`src/rtl/timed_sequencer_pkg.sv`:
```
// Shared mode codes, FSM encoding and width helper for the timed phase sequencer.
package timed_sequencer_pkg;

  localparam logic [1:0] MODE_CYCLIC   = 2'd0;
  localparam logic [1:0] MODE_ONESHOT  = 2'd1;
  localparam logic [1:0] MODE_PINGPONG = 2'd2;

  typedef enum logic [1:0] {
    S_IDLE = 2'd0,
    S_RUN  = 2'd1,
    S_DONE = 2'd2
  } state_t;

  function automatic int idx_width(input int n);
    return (n > 1) ? $clog2(n) : 1;
  endfunction

endpackage

```
`src/rtl/sequencer_dwell_table.sv`:
```
// Per-phase dwell register file: one write port, one combinational read port.
module sequencer_dwell_table
  import timed_sequencer_pkg::*;
#(
  parameter int nOfPhases    = 4,
  parameter int CNT_W        = 17,
  parameter int IDX_W        = 2,
  parameter int defaultDwell = 1
) (
  input  logic             clk,
  input  logic             reset,
  input  logic             we,
  input  logic [IDX_W-1:0] waddr,
  input  logic [CNT_W-1:0] wdata,
  input  logic [IDX_W-1:0] raddr,
  output logic [CNT_W-1:0] rdata
);

  logic [CNT_W-1:0] tab [nOfPhases];

  always_ff @(posedge clk or negedge reset) begin
    if (!reset) begin
      for (int i = 0; i < nOfPhases; i++) tab[i] <= CNT_W'(defaultDwell);
    end else if (we && (int'(waddr) < nOfPhases)) begin
      tab[waddr] <= wdata;
    end
  end

  // Reads the pre-write contents, so a same-edge write never affects the load.
  assign rdata = tab[raddr];

endmodule

```
`src/rtl/timed_sequencer.sv`:
```
// Multi-phase timed output sequencer with cyclic, one-shot and ping-pong stepping.
module timed_sequencer
  import timed_sequencer_pkg::*;
#(
  parameter int  maxTime      = 32'h10000,
  parameter int  nOfPhases    = 4,
  parameter int  defaultDwell = 1,
  localparam int CNT_W        = $clog2(maxTime + 1),
  localparam int IDX_W        = idx_width(nOfPhases)
) (
  input  logic             clk,
  input  logic             reset,
  input  logic             enable,
  input  logic [1:0]       mode,
  input  logic             dwellWe,
  input  logic [IDX_W-1:0] dwellAddr,
  input  logic [CNT_W-1:0] dwellData,
  output logic [IDX_W-1:0] out,
  output logic             phaseStart,
  output logic             wrap,
  output logic             done,
  output logic             running
);

  localparam logic [IDX_W-1:0] LAST = IDX_W'(nOfPhases - 1);

  state_t           state_q, state_d;
  logic [IDX_W-1:0] idx_q, idx_d;
  logic [CNT_W-1:0] cnt_q, cnt_d;
  logic             dir_down_q, dir_down_d;
  logic [1:0]       mode_q, mode_d;
  logic             ps_q, ps_d, wrap_q, wrap_d;

  logic [IDX_W-1:0] adv_idx, rd_addr;
  logic             adv_dir_down, adv_done, adv_wrap;
  logic [CNT_W-1:0] rd_data;

  // A stored dwell of 0 behaves as 1, so the reload never underflows.
  function automatic logic [CNT_W-1:0] reload(input logic [CNT_W-1:0] d);
    return (d == '0) ? '0 : d - CNT_W'(1);
  endfunction

  sequencer_dwell_table #(
    .nOfPhases   (nOfPhases),
    .CNT_W       (CNT_W),
    .IDX_W       (IDX_W),
    .defaultDwell(defaultDwell)
  ) u_table (
    .clk  (clk),
    .reset(reset),
    .we   (dwellWe),
    .waddr(dwellAddr),
    .wdata(dwellData),
    .raddr(rd_addr),
    .rdata(rd_data)
  );

  // Successor phase for the latched mode, evaluated whenever a phase ends.
  always_comb begin
    adv_idx      = idx_q + IDX_W'(1);
    adv_dir_down = dir_down_q;
    adv_done     = 1'b0;
    case (mode_q)
      MODE_ONESHOT: begin
        if (idx_q == LAST) begin
          adv_idx  = idx_q;
          adv_done = 1'b1;
        end
      end
      MODE_PINGPONG: begin
        if (nOfPhases == 1) begin
          adv_idx = '0;
        end else if (!dir_down_q) begin
          if (idx_q == LAST) begin
            adv_idx      = idx_q - IDX_W'(1);
            adv_dir_down = 1'b1;
          end
        end else if (idx_q == '0) begin
          adv_idx      = IDX_W'(1);
          adv_dir_down = 1'b0;
        end else begin
          adv_idx = idx_q - IDX_W'(1);
        end
      end
      default: begin
        if (idx_q == LAST) adv_idx = '0;
      end
    endcase
    adv_wrap = (mode_q != MODE_ONESHOT) && (adv_idx == '0);
  end

  assign rd_addr = (state_q == S_RUN) ? adv_idx : '0;

  always_ff @(posedge clk or negedge reset) begin
    if (!reset) begin
      state_q    <= S_IDLE;
      idx_q      <= '0;
      cnt_q      <= '0;
      dir_down_q <= 1'b0;
      mode_q     <= MODE_CYCLIC;
      ps_q       <= 1'b0;
      wrap_q     <= 1'b0;
    end else begin
      state_q    <= state_d;
      idx_q      <= idx_d;
      cnt_q      <= cnt_d;
      dir_down_q <= dir_down_d;
      mode_q     <= mode_d;
      ps_q       <= ps_d;
      wrap_q     <= wrap_d;
    end
  end

  always_comb begin
    state_d    = state_q;
    idx_d      = idx_q;
    cnt_d      = cnt_q;
    dir_down_d = dir_down_q;
    mode_d     = mode_q;
    ps_d       = 1'b0;
    wrap_d     = 1'b0;
    if (!enable) begin
      state_d    = S_IDLE;
      idx_d      = '0;
      cnt_d      = '0;
      dir_down_d = 1'b0;
    end else begin
      case (state_q)
        S_IDLE: begin
          state_d    = S_RUN;
          idx_d      = '0;
          cnt_d      = reload(rd_data);
          dir_down_d = 1'b0;
          mode_d     = mode;
          ps_d       = 1'b1;
        end
        S_RUN: begin
          if (cnt_q != '0) begin
            cnt_d = cnt_q - CNT_W'(1);
          end else if (adv_done) begin
            state_d = S_DONE;
          end else begin
            idx_d      = adv_idx;
            dir_down_d = adv_dir_down;
            cnt_d      = reload(rd_data);
            ps_d       = 1'b1;
            wrap_d     = adv_wrap;
          end
        end
        S_DONE: ;
        default: state_d = S_IDLE;
      endcase
    end
  end

  always_comb begin
    out        = idx_q;
    phaseStart = ps_q;
    wrap       = wrap_q;
    done       = (state_q == S_DONE);
    running    = (state_q == S_RUN);
  end

endmodule
```
`config.mk`:
```
export PLATFORM = sky130hd
export DESIGN_NAME = timed_sequencer
export DESIGN_NICKNAME = d
export VERILOG_FILES = /design/src/rtl/timed_sequencer_pkg.sv /design/src/rtl/sequencer_dwell_table.sv /design/src/rtl/timed_sequencer.sv
export SDC_FILE = /design/constraint.sdc
export NUM_CORES = 1
export LEC_CHECK = 0
export ABC_AREA = 0
export CAP_MARGIN = 0
export CORE_MARGIN = 2
export CORE_UTILIZATION = 35
export CTS_BUF_LIST = sky130_fd_sc_hd__clkbuf_8
export CTS_CLUSTER_DIAMETER = 40
export CTS_CLUSTER_SIZE = 20
export DETAILED_ROUTE_END_ITERATION = 12
export GPL_TIMING_DRIVEN = 0
export HOLD_SLACK_MARGIN = 0.05
export SYNTH_ARGS = -nofsm -noshare
export SYNTH_HDL_FRONTEND = slang
export SYNTH_SLANG_ARGS = --single-unit
export TNS_END_PERCENT = 100
```
`constraint.sdc`:
```
create_clock -name clk -period 5.4 [get_ports clk]
set_clock_uncertainty 0.05 [all_clocks]
set_input_delay 0.54 -clock clk [delete_from_list [all_inputs] [get_ports clk]]
set_output_delay 0.54 -clock clk [all_outputs]
set_load 0.01 [all_outputs]
```
[Yosys cells after proc, flatten, opt, wreduce, memory -nomap -nowiden]
Cells that the tools add are included.
Operators by class
  reductions and logical operators: 12
  muxes and demuxes: 43
  equality and inequality tests: 13
  $add $sub $neg: 4
  order comparisons: 3
  bitwise logic cells: 2
Operators with widths (number)
  $mux W17: 7
  $bwmux W68: 1
  $bmux W17 S2: 1
  $demux W17 S2: 1
  $pmux W17 S2: 1
  $sub A17 B1 Y17 const B: 2
  $mux W2: 12
  $logic_not A17 Y1: 1
  $reduce_bool A17 Y1: 1
  $mux W1: 15
  $pmux W2 S2: 2
  $eq A2 B2 Y1 const B: 3
  $ge A3 B3 Y1 const B: 2
  $logic_not A2 Y1: 3
  $ne A3 B2 Y1 const B: 2
  $ne A3 B3 Y1 const B: 2
  $not A2 Y3: 2
  $pmux W2 S3: 1
  $reduce_and A3 Y1: 2
  $eq A2 B1 Y1 const B: 2
  $ne A4 B3 Y1 const B: 1
  $pmux W1 S2: 2
  $reduce_and A2 Y1: 2
  $reduce_and A4 Y1: 1
  other kinds (7): 8
Word-level totals
  output and inout port bits: 6
  bits in registers: 94
  logic and storage cells: 88

[Depth between registers and ports, before layout]
Gate-level depths: netlist (run 1).
  depth in word-level cells: 15
  mapped depth: 17
  mapped depth without buffers: 13

[Cells and area by module]
A second synthesis (run 1) with hierarchy kept.
Unflattened totals
  cells, all modules: 416
  area total of the unflattened synthesis: 5016.1 sq um
Modules (own cells, without submodules)
  sequencer_dwell_table: sequential area each 1706.6 sq um, cells each 165, area an instance 2959.1 sq um, times used 1
  timed_sequencer: sequential area each 650.6 sq um, cells each 251, area an instance 2057.0 sq um, times used 1

[Least setup slack after synthesis (run 1)]
OpenSTA, ideal clock, no wires.
  path type: register -> register
  from: register mode_q[0]
  to: register cnt_q[14]
  path slack: 1813 ps
  data arrival time: 3401 ps
  library setup time: 136 ps
  cell stages (with the launch flop): 16
  data required time: 5214 ps
  cell sequence: dfrtp_1 > inv_1 > ha_1 > nand4b_1 > a31oi_2 > buf_2 > clkbuf_1 > buf_2 > a21oi_1 > a21oi_1 > ha_1 > o221ai_1 > buf_2 > o31a_1 > o221ai_1 > o211ai_1
Between the ends
  word-level cells in the longest chain between the ends: 13
Ends and longest elaborated chain
  from (decl): RTL line timed_sequencer.sv:31  | logic [1:0] mode_q, mode_d;
  from (signal assigned): RTL line timed_sequencer.sv:108  | mode_q <= mode_d;
  $eq A2 B2 Y1 / $eq A2 B1 Y1 (equally long branches): RTL line timed_sequencer.sv:63  | case (mode_q)
  $pmux W2 S2: RTL line timed_sequencer.sv:63
  $mux W2: RTL line timed_sequencer.sv:92  | assign rd_addr = (state_q == S_RUN) ? adv_idx : '0;
  $not A2 Y3 (implied by the code): RTL line sequencer_dwell_table.sv:30  | assign rdata = tab[raddr];
  $bmux W17 S2: RTL line sequencer_dwell_table.sv:30
  $mux W17 (implied by the code) (2 in a row): RTL line sequencer_dwell_table.sv:30
  $sub A17 B1 Y17 / $logic_not A17 Y1 (equally long branches): RTL line timed_sequencer.sv:40  | return (d == '0) ? '0 : d - CNT_W'(1);
  $mux W17: RTL line timed_sequencer.sv:40
  $mux W17: RTL line timed_sequencer.sv:140  | end else if (adv_done) begin
  $mux W17: RTL line timed_sequencer.sv:138  | if (cnt_q != '0) begin
  $pmux W17 S2: RTL line timed_sequencer.sv:128  | case (state_q)
  $mux W17: RTL line timed_sequencer.sv:122  | if (!enable) begin
  to (signal assigned): RTL line timed_sequencer.sv:106  | cnt_q <= cnt_d;
  to (decl): RTL line timed_sequencer.sv:29  | logic [CNT_W-1:0] cnt_q, cnt_d;
Parallel ways exist; a longest one is shown, timed or not. The select of a mux whose other input is x is not followed.
A chain may end at the register's enable or synchronous reset.

[Worst setup path after layout (run 1)]
Same ends and word-level chain as after synthesis.

==> qor.csv, run 1 <==
metric,value,unit
yosysUniqueCellTypes,71,
grt_util_met1,0.264,
clock_tree_from_tritoncts,built,
boundaryPins,31,
grt_overflow_total,0,
viasPerCell,5.70,
highest_clock_rate,206,MHz
synthCells,543,
cts_buffers,9,
antenna_found_initial,0,
path_max_fanout,10,
timing.critical_path.slowest_stage_cell,a31oi_2,
place.gp.congestion,0.874,
power_density,376,nW/um2
critical_path_class,reg2reg,
top_library_cells_by_usage_in_the_layout_fill_and_taps_aside,"90 x dfrtp_1, 73 x mux2_2, 36 x nand2_1, 34 x o21ai_0, 31 x nor2_1",
tightest_slew,716,ps
timing.critical_path.cells,inv_1 -> ha_1 -> nand4b_1 -> a31oi_2 -> buf_2 -> clkbuf_1 -> buf_2 -> a21oi_1 -> a21oi_1 -> ha_1 -> o221ai_1 -> buf_2 -> o31a_1 -> o221ai_1 -> o211ai_1,
count_of_hold_fix_buffers_inserted_at_cts,0,
core,15800,um2
hp-class,in2async,
floorplan.die_area,17100,um2
worst_r2r_path_depth,15,
rsz_0062_raised_after_global_routing,false,
die-width,131,um
timing.rr.start,mode_q[0],
final.period_utilization,0.899,
syn-num-nets,577,
portion_of_the_post_synthesis_area_used_by_sequential_elements,0.418,
most_used_cell_cp,buf_2,
synth-async-reset-ratio,1.00,
final_non_filler_cell_area,6410,um2
grt-busiest-layer,met2,
cts.sinks,94,
ys_dominant_reg_cell,dfrtp_1,
die_height,131,um
clock_tree.buffer_depth,2,
setup.reg_to_reg.worst_slack,550,ps
cts_repair_resize_count,0,
outcome,"complete, no violations",
timing.final.max_slew_violations,0,
groute.layer.met2.usage,0.297,
ctsRootBufferMaster,clkbuf_8,
worstSetupEndpointType,flop,
post_drt_wl_per_cell,19.1,um
clk-insertion-delay-late,390,ps
syn_to_final_growth,13.6,%
layout.cells.most_common,dfrtp_1,
remaining_drc_errors,0,
ir_worst_vdd,0.122,mV
vias,4585,
num_antenna_cells,0,
cpPeakStageDelay,590,ps
final_util,0.405,
maxCapViolCount,0,
detail_route.first_pass.iterations,5,
number_of_cell_rows,46,
synth-seq-cells,94,
post-route-min-period,4850,ps
fin_hold_ws,97.4,ps
dp_hpwl,11600,um
p_leak,2.49,nW
setup_violations,0,
synthesis.yosys.warnings,0,
slew_headroom,0.520,
grt_util_all_layers,0.188,
route.final.wire_length,15400,um
cts_post_setup_buffers_inserted,0,
grt_pass1_vias,4443,
syn_area,5640,um2
timing.final.hold_violations,0,
critPathArrivalTime,5050,ps
timing.rr.end,cnt_q[14],
buffer_ports.inserted,29,
start_kind,flop,
grt_pass1_wl,24500,um
drive_gt1_frac,0.222,
detailedRoute.firstIterationViolations,391,
clk_transition_reported_paths,100,ps
synthesis.area_per_instance,10.4,um2
grt_start_max_net_pins,51,
groute.layer.met3.usage,0.0371,
dpl_cell_area,6230,um2
number_of_enable_flip_flop_cells_after_synthesis,0,
cts.htree.levels,3,
finalSetupTns,0,ps
final_antenna_net_count,0,
path_delay_family,compound AO/OA/AOI/OAI gates,
initial_core_util,0.356,
worst-path-buf-inv,5,
crit_required,5600,ps
nNetsFinal,618,
[synth_stat cells, types with 4 or more instances]
library cell | number | area, um2
buf_2 | 10 | 50.1
nand2_1 | 36 | 135
o31ai_1 | 11 | 82.6
xnor2_1 | 8 | 70.1
mux2_2 | 73 | 822
ha_1 | 9 | 113
o221ai_1 | 6 | 52.6
clkbuf_1 | 12 | 45.0
or3_1 | 8 | 50.1
a22oi_1 | 4 | 30.0
dfrtp_1 | 90 | 2250
mux2i_1 | 18 | 180
or4_1 | 10 | 75.1
nor2_1 | 31 | 116
o21ai_0 | 34 | 170
inv_1 | 6 | 22.5
a21oi_1 | 24 | 120
o21ai_1 | 6 | 30.0
nand3_1 | 14 | 70.1
o211ai_1 | 9 | 67.6
dfstp_2 | 4 | 105
nor3_1 | 23 | 115
nor4_1 | 16 | 100
nand2b_1 | 7 | 43.8
[stage by stage]
step	std cells	total power, mW	setup slack, ps
global placement	788	1.94	286
detailed placement	789	1.97	655
finish	805	2.41	546
floorplan	543	1.67	1810
CTS	805	2.41	621
global route	805	2.56	269
[how the worst max path moves through the flow]
stage,start,end,cells after the start
floorplan,mode_q[0],cnt_q[14],15
global placement,reset,u_table.tab[43],1
detailed placement,mode_q[0],cnt_q[14],15
CTS,mode_q[0],cnt_q[14],15
global route,mode_q[0],cnt_q[14],15
finish,mode_q[0],cnt_q[14],15
[report_power, final]
group | leakage [nW] | total, mW | internal [mW] | switching (mW)
combinational | 1.25 | 0.961 | 0.405 | 0.556
sequential | 1.14 | 1.01 | 0.858 | 0.152
clock | 0.0963 | 0.441 | 0.170 | 0.271
total | 2.49 | 2.41 | 1.43 | 0.979
[routing by layer]
layer  wire (um)  vias up
met5           0        -
met3         646       18
met2        7160      134
met1        7340     2296
li1            -     2137
met4         206        0
[cell families after synthesis]
family | count (synthesis) | share of synthesized area
buffers and inverters | 33 | 0.0288
xor gates and xnor gates | 10 | 0.0155
DFF | 94 | 0.418
muxes | 91 | 0.178
adders and majority gates | 9 | 0.0200
AOI/OAI and AO/OA | 131 | 0.168
and+or+nand+nor | 175 | 0.172
[registers in the layout (all words and copies together), names as in the netlist]
name and flops:
u_table.tab 68, cnt_q 17, mode_q 2, out 2, state_q 2, dir_down_q 1
phaseStart 1, wrap 1
[area by class of cell]
| cell class | count | area (um2) |
|---|---|---|
| Tap cell | 216 | 270 |
| Inverter | 7 | 26.3 |
| Multi-Input combinational cell | 416 | 3130 |
| Fill cell | 1560 | 9420 |
| Clock inverter | 7 | 51.3 |
| Buffer | 26 | 136 |
| Clock buffer | 9 | 124 |
| Sequential cell | 94 | 2360 |
| Timing Repair Buffer | 30 | 315 |
[worst reg2reg max path: stages, from the launching register on]
cell and delay (ps):
dfrtp_1 370, inv_1 60, ha_1 400, nand4b_1 290, a31oi_2 590, buf_2 390, clkbuf_1 470, buf_2 360
a21oi_1 70, a21oi_1 300, ha_1 270, o221ai_1 180, buf_2 230, o31a_1 300, o221ai_1 260, o211ai_1 140
(Power assumes the default switching activity.)
==> run 2: changes to the inputs <==
--- a/config.mk
+++ b/config.mk
@@ -15,6 +15,7 @@
 export DETAILED_ROUTE_END_ITERATION = 12
 export GPL_TIMING_DRIVEN = 0
 export HOLD_SLACK_MARGIN = 0.05
+export SKIP_CTS_REPAIR_TIMING = 1
 export SYNTH_ARGS = -nofsm -noshare
 export SYNTH_HDL_FRONTEND = slang
 export SYNTH_SLANG_ARGS = --single-unit
==> results of run 2 <==
Same layout as run 1: the final DEF is identical, and so are final timing and power.
==> run 3: changes to the inputs <==
--- a/config.mk
+++ b/config.mk
@@ -7,7 +7,6 @@
 export LEC_CHECK = 0
 export ABC_AREA = 0
 export CAP_MARGIN = 0
-export CORE_MARGIN = 2
 export CORE_UTILIZATION = 35
 export CTS_BUF_LIST = sky130_fd_sc_hd__clkbuf_8
 export CTS_CLUSTER_DIAMETER = 40
@@ -15,6 +14,7 @@
 export DETAILED_ROUTE_END_ITERATION = 12
 export GPL_TIMING_DRIVEN = 0
 export HOLD_SLACK_MARGIN = 0.05
+export REMOVE_ABC_BUFFERS = 1
 export SKIP_CTS_REPAIR_TIMING = 1
 export SYNTH_ARGS = -nofsm -noshare
 export SYNTH_HDL_FRONTEND = slang
==> run 3 against run 2 <==
First-iteration DRC count decreased by 6.9%. Global-route usage decreased by 0.29 points. Power increased by 3.3%. Non-clock buffer count decreased by 22. Combinational power decreased by 4.6%. Register-to-register slack improved by 120 ps. Sequential share of layout area about the same. Hold slack got worse by 10 ps. Worst setup slack improved by 120 ps. Clock power increased by 28%. Wire length decreased by 4.8%. Cell count decreased by 2.7%. Critical endpoint is now cnt_q[8]. Largest cell class unchanged. Largest power group unchanged.
==> qor.csv, run 3 (synthesis results as in run 1) <==
metric,value,unit,change
timing.critical_path.cells,ha_1 -> o21ai_2 -> o31a_1 -> nand3_4 -> mux2_2 -> o21ai_0 -> ha_1 -> o221ai_1 -> or3_1 -> a21oi_1 -> o31ai_1,,
nNetsFinal,596,,-3.6%
antenna_found_initial,0,,unchanged
initial_core_util,0.356,,unchanged
maxCapViolCount,0,,unchanged
layout_setup_ws,670,ps,+125 ps
dp_cells,767,,-2.8%
final.period_utilization,0.876,,-0.0231
vias,4465,,-2.6%
m1WireLength,6510,um,-11%
worstSetupEndpointType,flop,,
met2WireLength,7080,um,-1.1%
ctsRootBufferMaster,clkbuf_8,,
timing.rr.end,cnt_q[8],,
grt_util_all_layers,0.185,,-0.00289
top_register,u_table.tab,,
power_density,389,nW/um2,+3.3%
clk-insertion-delay-late,380,ps,about the same
tightest_slew,1160,ps,+443 ps
post_drt_wl_per_cell,18.7,um,-2.1%
core,15800,um2,unchanged
p_leak,2.47,nW,-0.57%
grt_pass1_wl,23400,um,-4.5%
switching_share,0.372,,-0.0337
highest_clock_rate,211,MHz,+2.6%
timing.rr.start,out[0],,
number_of_cell_rows,46,,unchanged
cpPeakStageDelay,550,ps,-40 ps
top_library_cells_by_usage_in_the_layout_fill_and_taps_aside,"90 x dfrtp_1, 73 x mux2_2, 36 x nand2_1, 34 x o21ai_0, 31 x nor2_1",,
cts_buffers,9,,unchanged
critical_path_class,reg2reg,,
clock_tree_from_tritoncts,built,,
boundaryPins,31,,unchanged
grt_start_max_net_pins,55,,+7.8%
viasPerCell,5.70,,+0.12%
critPathArrivalTime,4920,ps,-130 ps
most_used_cell_cp,ha_1,,
internal_power,1.56,mW,+9.1%
clock_power_share,0.226,,+0.043
timing.final.max_slew_violations,0,,unchanged
detailedRoute.firstIterationViolations,364,,-6.9%
clock_tree.buffer_depth,2,,unchanged
die_height,129,um,-1.5%
final_non_filler_cell_area,6400,um2,about the same
clk_transition_reported_paths,90,ps,about the same
dpl_cell_area,6160,um2,-0.98%
switchingPower,0.927,mW,-5.3%
crit_required,5590,ps,about the same
remaining_drc_errors,0,,unchanged
layout.cells.most_common,dfrtp_1,,
highest-signal-layer,met4,,
path_max_fanout,31,,+21
cts.htree.levels,3,,unchanged
power_frac_seq,0.406,,-0.013
setup.reg_to_reg.worst_slack,670,ps,+120 ps
place.gp.congestion,0.845,,-3.3%
finalSetupTns,0,ps,unchanged
timing.final.hold_violations,0,,unchanged
dp_hpwl,10100,um,-13%
drive_gt1_frac,0.212,,-0.0108
setup_violations,0,,unchanged
start_kind,flop,,
route.final.wire_length,14600,um,-4.8%
floorplan.die_area,16600,um2,-3.0%
outcome,"complete, no violations",,
cts.sinks,94,,unchanged
largest_register_ffs,68,,unchanged
buffer_ports.inserted,30,,+3.4%
fin_hold_ws,87.2,ps,-10.2 ps
detail_route.first_pass.iterations,5,,unchanged
hp-class,in2async,,
slew_headroom,0.227,,-0.293
post-route-min-period,4730,ps,-125 ps
rsz_0062_raised_after_global_routing,false,,
grt_overflow_total,0,,unchanged
ir_worst_vdd,0.142,mV,+17%
final_antenna_net_count,0,,unchanged
reg_top3,"u_table.tab: 68 flops, cnt_q: 17 flops",,
fin_cells,783,,-2.7%
power.share.combinational,0.368,,-0.030
die-width,129,um,-1.5%
timing.critical_path.slowest_stage_cell,o31a_1,,
num_antenna_cells,0,,unchanged
syn_to_final_growth,13.6,%,about the same
pre_cts_ws,782,ps,+127 ps
grt_pass1_vias,4426,,-0.38%
worst_r2r_path_depth,11,,-4
met3_wirelength,612,um,-5.3%
run 3: cell types whose count changed in the layout (fill, tap and decap cells not counted), sizes merged:
cell,change
buf,-11
bufinv,+3
clkbuf,-11
clkdlybuf4s50,+1
clkinv,-4
run 3: area by class of cell:
cell class,instances,area [um2]
tap,216,270
clock buffer,10,138
inverter,7,26.3
multi-input combinational,416,3140
fill,1556,9420
sequential,94,2360
clock inverter,6,103
timing repair buffer,34,372
run 3: worst max-delay path: cells and delay by family, from the launching register on:
family | cells | cell delay (ps)
multiplexers | 1 | 440
AND/OR/NAND/NOR | 2 | 1050
flip-flops | 1 | 500
adder cells (fa/ha/maj) | 2 | 630
AO/OA/AOI/OAI | 6 | 1910
run 3: through the flow:
step	util	power, mW
floorplan	-	1.64
global placement	0.384	1.87
detailed placement	0.389	1.92
CTS	0.405	2.50
global route	0.405	2.64
finish	0.405	2.49
run 3: per-layer routing:
| layer | vias to the layer above | global-route usage |
|---|---|---|
| li1 | 2090 | - |
| met1 | 2225 | 0.238 |
| met2 | 120 | 0.308 |
| met3 | 30 | 0.0229 |
| met4 | 0 | 0.0913 |
| met5 | - | 0 |
run 3: worst max-delay path by stage:
stage               depth (start not counted)               to  startpoint
finish                                     11         cnt_q[8]      out[0]
CTS                                        11         cnt_q[8]      out[0]
floorplan                                  11         cnt_q[8]   mode_q[0]
detailed placement                         11         cnt_q[8]      out[0]
global placement                            1  u_table.tab[52]       reset
global route                               10        cnt_q[14]  state_q[1]
run 3: power groups by stage:
stage / clock network, mW / logic (mW) / registers (mW)
after floorplan: 0 / 0.666 / 0.975
after global placement: 0 / 0.864 / 1.01
after detailed placement: 0 / 0.904 / 1.02
after CTS: 0.580 / 0.910 / 1.01
after global routing: 0.604 / 1.00 / 1.03
final: 0.563 / 0.917 / 1.01
